<file path="src/rtl/fetch_unit.sv">
// Bundle fetch stage: owns the fetch PC, issues in-order imem requests under a credit limit,
// buffers returned bundles in a small queue and presents one per cycle to decode.
module fetch_unit #(
  parameter int unsigned SLOTS    = 4,
  parameter int unsigned FQ_DEPTH = 2,
  parameter logic [31:0] RESET_PC = 32'h0000_0000,
  parameter logic [31:0] NOP_INST = 32'h0000_0000
) (
  input  logic                  clk,
  input  logic                  rst,
  input  logic                  stall,
  input  logic                  branch_taken,
  input  logic [31:0]           new_pc,
  output logic                  imem_req,
  output logic [31:0]           imem_addr,
  input  logic                  imem_gnt,
  input  logic                  imem_rvalid,
  input  logic [32*SLOTS-1:0]   imem_rdata,
  output logic [32*SLOTS-1:0]   inst,
  output logic [31:0]           inst_pc,
  output logic                  inst_valid,
  output logic                  branch_squash
);

  localparam int unsigned PtrW   = (FQ_DEPTH > 1) ? $clog2(FQ_DEPTH) : 1;
  localparam int unsigned CntW   = $clog2(FQ_DEPTH + 1);
  localparam int unsigned BW     = 32 * SLOTS;
  localparam logic [31:0] PcStep = 32'(4 * SLOTS);

  typedef logic [PtrW-1:0] ptr_t;
  typedef logic [CntW-1:0] cnt_t;

  function automatic ptr_t ptr_inc(ptr_t p);
    return (p == ptr_t'(FQ_DEPTH - 1)) ? '0 : p + 1'b1;
  endfunction

  logic [31:0] pc_q, pc_d;
  logic        epoch_q, epoch_d;
  cnt_t        outst_q, outst_d;

  logic        tag_epoch_q [FQ_DEPTH];
  logic [31:0] tag_pc_q    [FQ_DEPTH];
  ptr_t        tag_rd_q, tag_rd_d, tag_wr_q, tag_wr_d;

  logic [BW-1:0] fq_data_q [FQ_DEPTH];
  logic [31:0]   fq_pc_q   [FQ_DEPTH];
  ptr_t          fq_rd_q, fq_rd_d, fq_wr_q, fq_wr_d;
  cnt_t          fq_cnt_q, fq_cnt_d;

  logic            redirect, credit_ok, accept, resp, fq_push, fq_pop;
  logic [CntW:0]   in_use;

  always_comb begin
    redirect  = branch_taken && !stall;
    in_use    = {1'b0, outst_q} + {1'b0, fq_cnt_q};
    credit_ok = in_use < (CntW + 1)'(FQ_DEPTH);
    // imem_req is forced low while reset is held, not just by the cleared counters.
    imem_req  = rst && !redirect && credit_ok;
    accept    = imem_req && imem_gnt;
    // A response with nothing outstanding is a protocol error and is ignored.
    resp      = imem_rvalid && (outst_q != '0);
    fq_push   = resp && (tag_epoch_q[tag_rd_q] == epoch_q) && !redirect;
    fq_pop    = inst_valid && !stall && !redirect;
  end

  always_comb begin
    pc_d     = pc_q;
    epoch_d  = epoch_q;
    outst_d  = outst_q;
    tag_rd_d = tag_rd_q;
    tag_wr_d = tag_wr_q;
    fq_rd_d  = fq_rd_q;
    fq_wr_d  = fq_wr_q;
    fq_cnt_d = fq_cnt_q;

    if (redirect) begin
      pc_d    = new_pc;
      epoch_d = !epoch_q;
    end else if (accept) begin
      pc_d = pc_q + PcStep;
    end

    if (accept) tag_wr_d = ptr_inc(tag_wr_q);
    if (resp)   tag_rd_d = ptr_inc(tag_rd_q);
    if (accept && !resp)      outst_d = outst_q + 1'b1;
    else if (!accept && resp) outst_d = outst_q - 1'b1;

    // Outstanding requests survive a redirect; their responses die on the epoch check.
    if (redirect) begin
      fq_rd_d  = '0;
      fq_wr_d  = '0;
      fq_cnt_d = '0;
    end else begin
      if (fq_push) fq_wr_d = ptr_inc(fq_wr_q);
      if (fq_pop)  fq_rd_d = ptr_inc(fq_rd_q);
      if (fq_push && !fq_pop)      fq_cnt_d = fq_cnt_q + 1'b1;
      else if (!fq_push && fq_pop) fq_cnt_d = fq_cnt_q - 1'b1;
    end
  end

  always_ff @(posedge clk or negedge rst) begin
    if (!rst) begin
      pc_q     <= RESET_PC;
      epoch_q  <= 1'b0;
      outst_q  <= '0;
      tag_rd_q <= '0;
      tag_wr_q <= '0;
      fq_rd_q  <= '0;
      fq_wr_q  <= '0;
      fq_cnt_q <= '0;
      for (int i = 0; i < int'(FQ_DEPTH); i++) begin
        tag_epoch_q[i] <= 1'b0;
        tag_pc_q[i]    <= '0;
        fq_data_q[i]   <= '0;
        fq_pc_q[i]     <= '0;
      end
    end else begin
      pc_q     <= pc_d;
      epoch_q  <= epoch_d;
      outst_q  <= outst_d;
      tag_rd_q <= tag_rd_d;
      tag_wr_q <= tag_wr_d;
      fq_rd_q  <= fq_rd_d;
      fq_wr_q  <= fq_wr_d;
      fq_cnt_q <= fq_cnt_d;
      if (accept) begin
        tag_epoch_q[tag_wr_q] <= epoch_q;
        tag_pc_q[tag_wr_q]    <= pc_q;
      end
      if (fq_push) begin
        fq_data_q[fq_wr_q] <= imem_rdata;
        fq_pc_q[fq_wr_q]   <= tag_pc_q[tag_rd_q];
      end
    end
  end

  always_comb begin
    imem_addr     = pc_q;
    branch_squash = branch_taken;
    inst_valid    = (fq_cnt_q != '0);
    inst          = {SLOTS{NOP_INST}};
    inst_pc       = '0;
    if (inst_valid) begin
      inst    = fq_data_q[fq_rd_q];
      inst_pc = fq_pc_q[fq_rd_q];
    end
  end

endmodule

</file>
<file path="config.mk">
export PLATFORM = sky130hd
export DESIGN_NAME = fetch_unit
export DESIGN_NICKNAME = d
export VERILOG_FILES = /design/src/rtl/fetch_unit.sv
export SDC_FILE = /design/constraint.sdc
export NUM_CORES = 1
export LEC_CHECK = 0
export ABC_CLOCK_PERIOD_IN_PS = 2300
export CORE_UTILIZATION = 40
export CTS_CLUSTER_DIAMETER = 200
export DETAILED_ROUTE_END_ITERATION = 10
export GPL_TIMING_DRIVEN = 0
export PLACE_DENSITY = 0.67
export RECOVER_POWER = 100
export SETUP_SLACK_MARGIN = 0.05
export SYNTH_ARGS = -nofsm -noshare
export SYNTH_HDL_FRONTEND = slang
export SYNTH_SLANG_ARGS = --single-unit
</file>
<file path="constraint.sdc">
create_clock -name clk -period 2.3 [get_ports clk]
set_input_delay 0.23 -clock clk [delete_from_list [all_inputs] [get_ports clk]]
set_output_delay 0.23 -clock clk [all_outputs]
set_load 0.02 [all_outputs]
</file>
==> flow_summary.json <==
{
  "outcome": "finished, violations left",
  "failed_checks": "hold timing, setup timing",
  "yosys-mux-area-fraction_pct": 29.60,
  "end_kind": "flop",
  "drt_iter0_markers": 631,
  "crit_type": "reg -> reg",
  "yosysTopAreaCellShare_pct": 55.44,
  "cp_cell_sequence": "and2_4 > fa_2 > nand2b_4 > buf_6 > nor3_4 > nand2_4 > buf_12 > buf_8 > mux2_2",
  "synthCells": 1522,
  "die_x_um": 221.5,
  "power.internal_w": 0.02415,
  "grt.overflow.total": 0,
  "dr.pass1.iters": 5,
  "drv_cap": 0,
  "portBuffers": 360,
  "synthFlopType": "dfrtp_1",
  "clkSinkCount": 427,
  "drive_above_1_share_pct": 36.24,
  "synthAdderAreaFrac_pct": 0.2337,
  "pwr-share-seq_pct": 35.2,
  "slew_headroom_pct": 41.85,
  "clkLatencyLatePin_ns": 0.60,
  "power_frac_clock_pct": 20.3,
  "ys_top_cells_by_area": "dfrtp_1, mux2_2, mux2i_1",
  "arrival_ns": 2.97,
  "fin_skew_ns": 0.03142,
  "cts_tree": "done",
  "hold_slack_ns": -0.5565,
  "vias": 13618,
  "grt_usage_pct": 21.64,
  "synth_top_cell_by_area": "dfrtp_1",
  "die_area_mm2": 0.04906,
  "cts_buffers": 48,
  "grt_pass1_wl_um": 82590,
  "crit_family": "simple AND/OR/NAND/NOR gates",
  "start_util_pct": 40.45,
  "synth_warnings": 0,
  "ys_seq_area_share_pct": 55.44,
  "coreArea_mm2": 0.04765,
  "areaGrowthSynthToFinish_pct": 36.70,
  "synth-edff-count": 0,
  "slew_viol_final": 0,
  "ant_nets": 0,
  "synth_top_family_by_area": "multiplexers",
  "utilization_pct": 55.30,
  "cp.required_ns": 2.76,
  "swShare_pct": 35.16,
  "grt_pass1_vias": 14216,
  "htree_levels": 2,
  "crit_path_start_kind": "flop",
  "hold_viol": 122,
  "drcViolationCount": 0,
  "period_minus_slack_ns": 2.505,
  "synth-xor-area-share_pct": 1.629,
  "post_synth_num_cell_types": 41,
  "clk_pin_slew_ns": 0.06,
  "finalCritPeriodShare_pct": 108.9,
  "max_stage_delay_ns": 0.44,
  "crit_buf_inv": 3,
  "synth_async_sr_flop_share_pct": 100.0,
  "wl_per_cell_um": 20.43,
  "fin_tns_setup_ns": -8.692,
  "cts_buffer_depth": 3,
  "switching_power_w": 0.01309,
  "die_h_um": 221.5,
  "synth_nets": 1691,
  "antenna_found_initial": 6,
  "setup_viol": 82,
  "nets": 2158,
  "p_per_area_mw_per_mm2": 1414,
  "gp_congestion": 0.7975,
  "path_max_fanout": 6,
  "p_leak_nw": 11.82,
  "grt_setup_unrepaired": "yes",
  "grt_max_degree": 120,
  "avgSynthCellArea_um2": 12.66,
  "synthSimpleGateAreaFrac_pct": 7.414,
  "wirelength_um": 54100,
  "min_path_type": "in -> async",
  "worstMarginPinSlew_ns": 0.8723,
  "ys_ff_latch": 427,
  "vias_per_cell": 5.143,
  "ir_drop_mv": 0.6208,
  "yosys-top-cells-count": "dfrtp_1, mux2_2, nor2_1, mux2i_1, nand2_1",
  "p_comb_share_pct": 44.5,
  "pin_count": 361,
  "layout_setup_ws_ns": -0.2052,
  "dp_hpwl_um": 36270,
  "placementRows": 80,
  "synth_area_mm2": 0.01927,
  "synth_compound_area_share_pct": 2.759,
  "fmax_ghz": 0.3992,
  "synthMostInstantiatedCell": "dfrtp_1",
  "cts-root-buf": "clkbuf_16",
  "cpMaxStageDelayCell": "dfrtp_2"
}
final cells by class:
type	instances	area [um2]
clock inverters	15	161.4
diodes	5	12.51
well taps	615	769.5
flip-flops and latches	427	10690
multi-input cells	992	8497
inverters	3	11.26
fillers	3975	21300
repair buffers	421	3754
clock buffers	74	1409
plain buffers	96	1044
through the flow:
| stage | instance area [um2] | hold slack, ns | power, W | std cells | setup WS (ns) |
|---|---|---|---|---|---|
| floorplan | 19310 | -0.06559 | 0.02268 | 1522 | -0.04435 |
| global placement | 23690 | 0.4609 | 0.02771 | 2497 | -17.56 |
| detailed placement | 23800 | 0.04201 | 0.02820 | 2501 | -1.896 |
| CTS | 26170 | -0.5916 | 0.03661 | 2618 | -0.2170 |
| global route | 26340 | -0.5812 | 0.03938 | 2646 | -0.2205 |
| finish | 26350 | -0.5565 | 0.03724 | 2648 | -0.2052 |
cell families (layout without fill, tap and decap cells):
| family | count (synthesis) | count (layout) |
|---|---|---|
| buffers and inverters | 103 | 609 |
| muxes | 516 | 516 |
| xor gates and xnor gates | 35 | 35 |
| adders and majority gates | 3 | 3 |
| other | 0 | 5 |
| DFF | 427 | 427 |
| and+or+nand+nor | 337 | 337 |
| AOI/OAI and AO/OA | 101 | 101 |
repair_timing:
action | 4_1_cts | 5_1_grt
buffers inserted | 27 | 22
gates cloned | 5 | 7
hold endpoints to repair | 122 | 122
pin swaps | 20 | 12
endpoints found under the setup margin | 556 | 499
gates resized for setup | 460 | 373
flip-flops by register name, summed over array words and instances, names as in the netlist:
signal	count
outst_q	2
fq_rd_q	1
tag_pc_q	64
tag_rd_q	1
fq_wr_q	1
imem_addr	32
epoch_q	1
fq_data_q	256
fq_cnt_q	2
tag_wr_q	1
tag_epoch_q	2
fq_pc_q	64
power by group through the flow:
stage	Sequential [W]	Clock [W]	Combinational, W
after floorplan	0.0126	0	0.0101
after global placement	0.0129	0	0.0148
after detailed placement	0.0130	0	0.0152
after CTS	0.0130	0.00775	0.0159
after global routing	0.0135	0.00803	0.0178
final	0.0131	0.00757	0.0166
cell usage in the layout, fill, tap and decap left out, types with 14 or more instances in the layout:
cell type,instances
mux2i_1,174
clkbuf_16,54
buf_4,38
mux2_1,14
nor2_1,196
clkbuf_1,28
buf_2,42
buf_8,18
clkbuf_2,115
a21oi_1,36
nand2_1,75
buf_12,21
buf_6,39
mux2_2,237
xnor2_1,15
dfrtp_1,424
xor2_1,17
clkdlybuf4s50_1,197
mux2i_2,14
o21ai_0,46
mux2_4,70
path summary, 6_finish.rpt:
kind | cells past startpoint | endpoint | start | slack, ns
min in group clk | 3 | imem_addr[1] | new_pc[1] | 0.16
max in group asynchronous | 4 | fq_data_q[216] | rst | 1.26
max reg2reg | 9 | tag_pc_q[26] | fq_cnt_q[0] | -0.21
min | 1 | fq_data_q[140] | rst | -0.56
min reg2reg | 2 | fq_pc_q[35] | fq_pc_q[35] | 0.48
max | 9 | tag_pc_q[26] | fq_cnt_q[0] | -0.21
routing by layer:
layer / global-route usage [%] / vias up / wire length [um]
li1: - / 6227 / -
met4: 7.012 / 2 / 1166
met3: 4.492 / 73 / 3084
met1: 28.49 / 6968 / 23640
met2: 35.73 / 348 / 26190
met5: 0 / - / 13
Power figures use the tool's default switching activity.
